### config.mk
export PLATFORM = sky130hd
export DESIGN_NAME = sma_window_ctrl
export DESIGN_NICKNAME = d
export VERILOG_FILES = /design/src/rtl/sma_ctrl_pkg.sv /design/src/rtl/sma_window_ctrl_if.sv /design/src/rtl/sma_fill_cnt.sv /design/src/rtl/sma_window_ctrl.sv
export SDC_FILE = /design/constraint.sdc
export NUM_CORES = 1
export LEC_CHECK = 0
export CELL_PAD_IN_SITES_DETAIL_PLACEMENT = 1
export CELL_PAD_IN_SITES_GLOBAL_PLACEMENT = 1
export CORE_MARGIN = 3
export CORE_UTILIZATION = 40
export CTS_CLUSTER_DIAMETER = 50
export DETAILED_ROUTE_END_ITERATION = 10
export HOLD_SLACK_MARGIN = 0.12
export PLACE_DENSITY = 0.81
export SYNTH_ARGS = -nofsm -noshare
export SYNTH_HDL_FRONTEND = slang
export SYNTH_SLANG_ARGS = --single-unit
### constraint.sdc
create_clock -name i_clk -period 2.45 [get_ports i_clk]
set_input_delay 0.3675 -clock i_clk [delete_from_list [all_inputs] [get_ports i_clk]]
set_output_delay 0.3675 -clock i_clk [all_outputs]
set_load 0.02 [all_outputs]
### src/rtl/sma_ctrl_pkg.sv
// Shared encodings, select-range defaults and the window_sel clamp used by the SMA window controller.
package sma_ctrl_pkg;

    typedef enum logic [1:0] {
        ST_FILL = 2'd0,
        ST_RUN  = 2'd1,
        ST_PEND = 2'd2,
        ST_BAD  = 2'd3
    } state_t;

    localparam int unsigned MIN_SEL_DEF     = 0;
    localparam int unsigned MAX_SEL_DEF     = 13;
    localparam int unsigned DEFAULT_SEL_DEF = 12;

    localparam int CNT_W     = 14;
    localparam int SEL_IDX_W = 4;

    function automatic logic [31:0] clamp_sel(input logic [31:0] req,
                                              input logic [31:0] lo,
                                              input logic [31:0] hi);
        logic [31:0] r;
        if (req < lo)      r = lo;
        else if (req > hi) r = hi;
        else               r = req;
        return r;
    endfunction

endpackage

### src/rtl/sma_window_ctrl_if.sv
// Bundle between the window controller and its fill counter.
interface sma_window_ctrl_if;
    import sma_ctrl_pkg::*;

    logic                 clear;
    logic                 inc;
    logic [SEL_IDX_W-1:0] sel;
    logic                 done;

    modport master (output clear, inc, sel, input done);
    modport slave  (input clear, inc, sel, output done);
endinterface

### src/rtl/sma_fill_cnt.sv
// Counts forwarded strobes during fill; done flags the increment that reaches 2^sel.
module sma_fill_cnt
    import sma_ctrl_pkg::*;
(
    input logic              clk,
    input logic              rst_n,
    sma_window_ctrl_if.slave fc
);

    logic [CNT_W-1:0] cnt;
    logic [CNT_W-1:0] cnt_inc;
    logic [CNT_W-1:0] target;

    assign cnt_inc = cnt + {{(CNT_W-1){1'b0}}, 1'b1};
    assign target  = {{(CNT_W-1){1'b0}}, 1'b1} << fc.sel;

    // Done is combinational so the FSM enters RUN on the same edge the count lands on target.
    assign fc.done = fc.inc && (cnt_inc == target);

    always_ff @(posedge clk or negedge rst_n) begin
        if (!rst_n)        cnt <= '0;
        else if (fc.clear) cnt <= '0;
        else if (fc.inc)   cnt <= cnt_inc;
    end

endmodule

### src/rtl/sma_window_ctrl.sv
// Window-select controller for the SMA: clamps requests, defers select changes to a
// strobe boundary, and reports when the average has refilled under the current window.
module sma_window_ctrl
    import sma_ctrl_pkg::*;
#(
    parameter int unsigned MIN_SEL     = MIN_SEL_DEF,
    parameter int unsigned MAX_SEL     = MAX_SEL_DEF,
    parameter int unsigned DEFAULT_SEL = DEFAULT_SEL_DEF
) (
    input  logic        i_clk,
    input  logic        i_rst_n,
    input  logic        i_update_strobe,
    input  logic [31:0] i_win_req,
    input  logic        i_win_req_wr,
    input  logic        i_err_clr,
    output logic [31:0] o_window_sel,
    output logic        o_sma_strobe,
    output logic        o_avg_valid,
    output logic        o_range_err,
    output logic [1:0]  o_state
);

    state_t      state, state_nxt;
    logic [31:0] pending, pending_nxt;
    logic [31:0] req_clamped;
    logic        clamped_hit;
    logic        sel_change;
    logic        sel_load;

    sma_window_ctrl_if fc ();

    sma_fill_cnt u_fill_cnt (
        .clk   (i_clk),
        .rst_n (i_rst_n),
        .fc    (fc)
    );

    assign req_clamped = clamp_sel(i_win_req, MIN_SEL, MAX_SEL);
    assign clamped_hit = i_win_req_wr && (req_clamped != i_win_req);
    assign sel_change  = i_win_req_wr && (req_clamped != o_window_sel);

    assign fc.clear = sel_load;
    assign fc.inc   = o_sma_strobe && (state == ST_FILL);
    assign fc.sel   = o_window_sel[SEL_IDX_W-1:0];
    assign o_state  = state;

    always_comb begin
        state_nxt   = state;
        pending_nxt = pending;
        sel_load    = 1'b0;
        case (state)
            ST_FILL, ST_RUN: begin
                // A real change abandons any fill; the select itself waits for a strobe.
                if (sel_change) begin
                    state_nxt   = ST_PEND;
                    pending_nxt = req_clamped;
                end else if (state == ST_FILL && fc.done) begin
                    state_nxt = ST_RUN;
                end
            end
            ST_PEND: begin
                if (i_win_req_wr) pending_nxt = req_clamped;
                if (i_update_strobe) begin
                    sel_load  = 1'b1;
                    state_nxt = ST_FILL;
                end
            end
            default: state_nxt = ST_FILL;
        endcase
    end

    always_ff @(posedge i_clk or negedge i_rst_n) begin
        if (!i_rst_n) state <= ST_FILL;
        else          state <= state_nxt;
    end

    always_ff @(posedge i_clk or negedge i_rst_n) begin
        if (!i_rst_n) begin
            o_window_sel <= DEFAULT_SEL;
            pending      <= DEFAULT_SEL;
            o_sma_strobe <= 1'b0;
            o_avg_valid  <= 1'b0;
            o_range_err  <= 1'b0;
        end else begin
            pending      <= pending_nxt;
            if (sel_load) o_window_sel <= pending_nxt;
            o_sma_strobe <= i_update_strobe;
            o_avg_valid  <= (state_nxt == ST_RUN);
            if (clamped_hit)    o_range_err <= 1'b1;
            else if (i_err_clr) o_range_err <= 1'b0;
        end
    end

endmodule

After elaboration in Yosys (flattened, before gate mapping) --
Cells that the tools add are included.
Operators by class: eq/ne operators 6, shift-type cells 1, magnitude comparators 2, reductions and logical operators 9, add/sub/neg operators 1, mux-type cells 15
Operator list (count):
- 32-bit 2-to-1 mux | 4
- 32-bit != test | 2
- 32-bit case mux with 2 select lines | 1
- 32-bit by 4-bit > comparator with 1-bit output, second input constant | 1
- 32-bit by 1-bit less-than comparator with 1-bit output, second input constant | 1
- 14-bit 2-to-1 mux | 2
- 14-bit by 1-bit adder with 14-bit output, second input constant | 1
- 14-bit == test | 1
- 1-bit by 4-bit << shifter with 14-bit output, first input constant | 1
- 2-bit 2-to-1 mux | 3
- 1-bit logical AND | 5
- 2-bit by 1-bit == test with 1-bit output, second input constant | 2
- 1-bit 2-to-1 mux | 4
- 2-bit case mux with 2 select lines | 1
- 2-bit nonzero test | 2
- 2-bit == test, second input constant | 1
- 2-bit logical NOT | 1
- 2-bit OR reduction | 1
Word-level totals: output and inout port bits 37, word-level logic and storage cells 41, register bits 83, input bits 37

Logic depth before layout (Yosys ltp) --
word-level depth 8, mapped depth 9, depth with buffers taken out 8

Hierarchy --
From an unflattened synthesis, not the netlist that was laid out.
Unflattened totals: cells, all modules 405, area, all modules 4063.9 µm²
Modules (own cells, without submodules):
- sma_window_ctrl | cells each 266, area an instance 2822.7 µm², instances 1, seq. area each 1731.7 µm²
- sma_fill_cnt | cells each 139, area an instance 1241.2 µm², instances 1, seq. area each 350.3 µm²

Worst setup path before layout --
Ideal clock, no wire load.
path type input to register, from input port i_win_req[31], to register pending[10], stages 7, slack 66 ps, arrival 2265 ps, required time 2331 ps, setup time 119 ps, path buffers 1, cells stage by stage or4_4 a311oi_4 nand2_2 a211o_1 a41o_4 buf_2 and2_1
Between the ends: cells in the longest elaborated chain, start to end 7, elaborated cells on any way between the ends 9, classes of those cells order compare (2); eq/ne (1); mux (5); reduce/logical (1)
Ends and longest elaborated chain:
- start, declared | line sma_window_ctrl.sv:13 | input logic [31:0] i_win_req,
- 32-bit by 4-bit > comparator with 1-bit output | line sma_ctrl_pkg.sv:23 | else if (req > hi) r = hi;
- 32-bit 2-to-1 mux | line sma_ctrl_pkg.sv:23
- 32-bit 2-to-1 mux (*) | line sma_ctrl_pkg.sv:22 | if (req < lo) r = lo;
- 32-bit != test | line sma_window_ctrl.sv:40 | assign sel_change = i_win_req_wr && (req_clamped != o_window_sel);
- 1-bit logical AND | line sma_window_ctrl.sv:40
- 32-bit 2-to-1 mux | line sma_window_ctrl.sv:54 | if (sel_change) begin
- 32-bit case mux with 2 select lines (*) | line sma_window_ctrl.sv:51 | case (state)
- named net pending_nxt[10] | line sma_window_ctrl.sv:24 | logic [31:0] pending, pending_nxt;
- end signal, assigned | line sma_window_ctrl.sv:85 | pending <= pending_nxt;
- end, declared | line sma_window_ctrl.sv:24
Mark *: on every way through the listed nets, which the timed path passes. The rest lies on a longest branch. A chain may end at the register's enable or synchronous reset.

Final worst setup path --
from input port i_win_req[4], to register pending[23]
Same word-level chain as after synthesis.

==> metrics.yaml <==
synthesis:
  async_flop_share_pct: 100
  synthesis.area_um2: 4100
  ys_warn_count: 0
  synth_top_family_by_area: "simple AND/OR/NAND/NOR gates"
  synthesis.instances: 440
  synth_edf_count: 0
  ys.flop_type: "dfrtp_1"
  yosys.area_share.simple_pct: 26.6
  synth_compound_area_share_pct: 14.0
  synthMuxAreaShare_pct: 1.71
  synth-seq-cells: 83
  synth_top_cell_by_area: "dfrtp_1"
  yosys.area_share.xor_xnor_pct: 3.41
  synth_cell_types: 49
  synth_top_cell_area_share_pct: 48.2
  synthAdderAreaFrac_pct: 0.305
  syn_nets: 478
  netlist_top_cells_area: "dfrtp_1, o21ai_0, nand2_1"
  syn-mean-instance-area_um2: 9.33
  seq_area_frac_synth_pct: 50.7
global_route:
  grtUsageMet2_pct: 39.8
  overflow: 0
  grt_pass1_vias: 4123
  use_met1_pct: 28.8
  grt_max_degree: 46
  antenna_found_initial: 0
  track_usage_pct: 22.8
  top_usage_layer: "met2"
  grtUsageMet3_pct: 5.04
  grt_pass1_wl_um: 20700
sta:
  skew_ns: 0.0202
  period_share_pct: 97.9
  slew_headroom_pct: 58.2
  min_period_ns: 2.40
  hold_violations: 0
  slew_viol_final: 0
  max_clock_freq_mhz: 417
  setup_viol: 0
  holdWs_ns: 0.485
  tightestPinTransition_ns: 0.625
die:
  die_width_um: 107
  fp-row-count: 36
  die_area_um2: 11500
  start_util_pct: 41.6
  ios: 74
  die_h_um: 107
  core_area_um2: 9860
worst_hold_path:
  whs_endpoint: "pending[3]"
  whs_path_depth: 2
  min-delay-start: "pending[3]"
  min_path_type: "reg -> reg"
clocking:
  cts_max_level: 3
  path_clk_slew_ns: 0.08
  clk_latency_ns: 0.37
  cts_tree: "built"
  max-clock-path-buffers: 2
  cts_sinks: 83
  cts_buffers: 9
  cts-root-buf: "clkbuf_8"
setup_path:
  endpoint_kind: "flop"
  required_ns: 2.70
  r2r-start: "u_fill_cnt.cnt[5]"
  worstPathCellList: "clkdlybuf4s15_1 -> or4_4 -> a311oi_4 -> buf_4 -> nand2_2 -> a211o_1 -> a41o_4 -> clkbuf_16 -> and2_1"
  rr_worst_depth: 8
  r2r-end: "o_avg_valid"
  max_stage_delay_ns: 0.55
  r2r_slack_ns: 0.12
  arrival_ns: 2.65
  cp_max_fo: 8
  slowest_stage: "or4_4"
  start_kind: "input pin"
  path_class: "in -> reg"
drt:
  remaining_drc_errors: 0
  vias: 3780
  drt-total-wl_um: 13400
  drt_iter0_markers: 119
  avgRoutedWirePerCell_um: 19.5
  vias_per_cell: 5.49
  antenna_left: 0
  first_pass_iters: 4
pwr:
  p_leak_nw: 2.51
  powerDensity_nw_per_um2: 712
  ir_drop_mv: 0.382
  p_switching_w: 0.00149
  seq_power_share_pct: 38.0
  p_comb_share_pct: 37.0
  p_int_w: 0.00258
  switching_share_pct: 36.6
  clockPowerShare_pct: 25.0
place:
  dp_hpwl_um: 8920
  port_buffers: 73
  gp_congestion: 0.845
  place_area_um2: 5250
status:
  status: "completed"
layout:
  final_util_pct: 57.9
  fill_cells: 1085
  drive_above_1_share_pct: 18.9
  diodes: 0
  final_common_cell: "dfrtp_1"
  area_growth_pct: 39.2
  finalInstanceArea_um2: 5710
  fin_nets: 588
  final_cell_mix: "dfrtp_1, clkdlybuf4s50_1, nand2_1"
job:
  max_cap_viol_count: 0
==> cell usage after synthesis, types with 2 or more instances <==
library cell  count
nor2_1           35
mux2_4            2
o31ai_1           4
or4_1             3
or2_2             4
nand2_1          58
mux2i_1           4
nor4_1           16
nor2b_1           2
or3_1             2
buf_1             2
dfrtp_1          79
nand4_1           7
o41ai_1           2
clkbuf_1         19
o21ai_0          50
dfstp_2           4
xor2_1            9
and2_1           30
nand3_1           7
a2111oi_0         3
and3_1            3
inv_1             6
xnor2_1           7
nand2b_1         34
buf_2             4
a31oi_1           3
a211oi_1          5
a21o_1            4
nor3_1            8
a21oi_1           5
o22ai_1           2
==> state kept, by name (all words and copies together) (netlist names) <==
| register | count |
|---|---|
| u_fill_cnt.cnt | 14 |
| pending | 32 |
| o_sma_strobe | 1 |
| o_range_err | 1 |
| o_state | 2 |
| o_window_sel | 32 |
| o_avg_valid | 1 |
==> kinds of logic after synthesis <==
kind of cell	Yosys count
buf+inv	32
mux	6
flops	83
compound gates	89
simple gates	213
xor+xnor	16
fa+ha+maj	1
==> worst max path at each step <==
| stage | endpoint | from | slack [ns] |
|---|---|---|---|
| final | pending[23] | i_win_req[4] | 0.05 |
| after global routing | o_state[0] | u_fill_cnt.cnt[0] | -0.04 |
| after CTS | pending[1] | i_win_req[30] | 0.009 |
| after detailed placement | o_avg_valid | i_win_req[31] | -0.55 |
| after global placement | pending[13] | i_win_req[31] | -0.36 |
| after floorplan | pending[10] | i_win_req[31] | 0.07 |
==> metrics by stage <==
| stage | setup WS, ns | power [W] | TNS, ns | cells |
|---|---|---|---|---|
| after detailed placement | -0.553 | 0.00286 | -15.54 | 665 |
| after floorplan | 0.0658 | 0.00231 | 0 | 440 |
| final | 0.0519 | 0.00407 | 0 | 688 |
| after global placement | -0.364 | 0.00279 | -12.44 | 665 |
| after CTS | 0.00861 | 0.00391 | 0 | 682 |
| after global routing | -0.0390 | 0.00430 | -0.0584 | 688 |
==> routing by layer <==
metal / share of wire (%) / up-vias / wire [µm]
li1: - / 1739 / -
met4: 1.4 / 0 / 184
met1: 42 / 1940 / 5630
met3: 3.6 / 16 / 484
met5: 0 / - / 0
met2: 53 / 85 / 7140
==> area by class of cell <==
type                       instances  area (µm²)  share of cell area (%)
sequential                        83        2080                    36.5
multi-input combinational        325        2040                    35.6
timing repair buffer             125        1210                    21.2
tap                              133         166                    2.91
clock buffer                       9         124                    2.17
clock inverter                     7        73.8                    1.29
inverter                           6        22.5                   0.394
==> power by group through the flow <==
stage	Sequential, W	Clock, W	Combinational [W]
floorplan	0.00159	0	0.000712
global placement	0.00158	0	0.00121
detailed placement	0.00158	0	0.00128
CTS	0.00155	0.00103	0.00132
global route	0.00156	0.00111	0.00163
finish	0.00155	0.00102	0.00151
==> worst max-delay path: cells and delay by family <==
family	cells	cell delay, ns
AND/OR/NAND/NOR	3	0.77
buffers and inverters	3	0.53
AO/OA/AOI/OAI	3	0.98
==> repair_timing <==
item / 4_1_cts / 5_1_grt
pin swaps: 8 / 16
hold endpoints to repair: 34 / 0
cloned: 0 / 3
hold buffers: 1 / 0
endpoints found under the setup margin: 34 / 35
resized for setup: 10 / 29
setup buffers: 0 / 3
No activity file was read; power rests on OpenSTA's default activity.
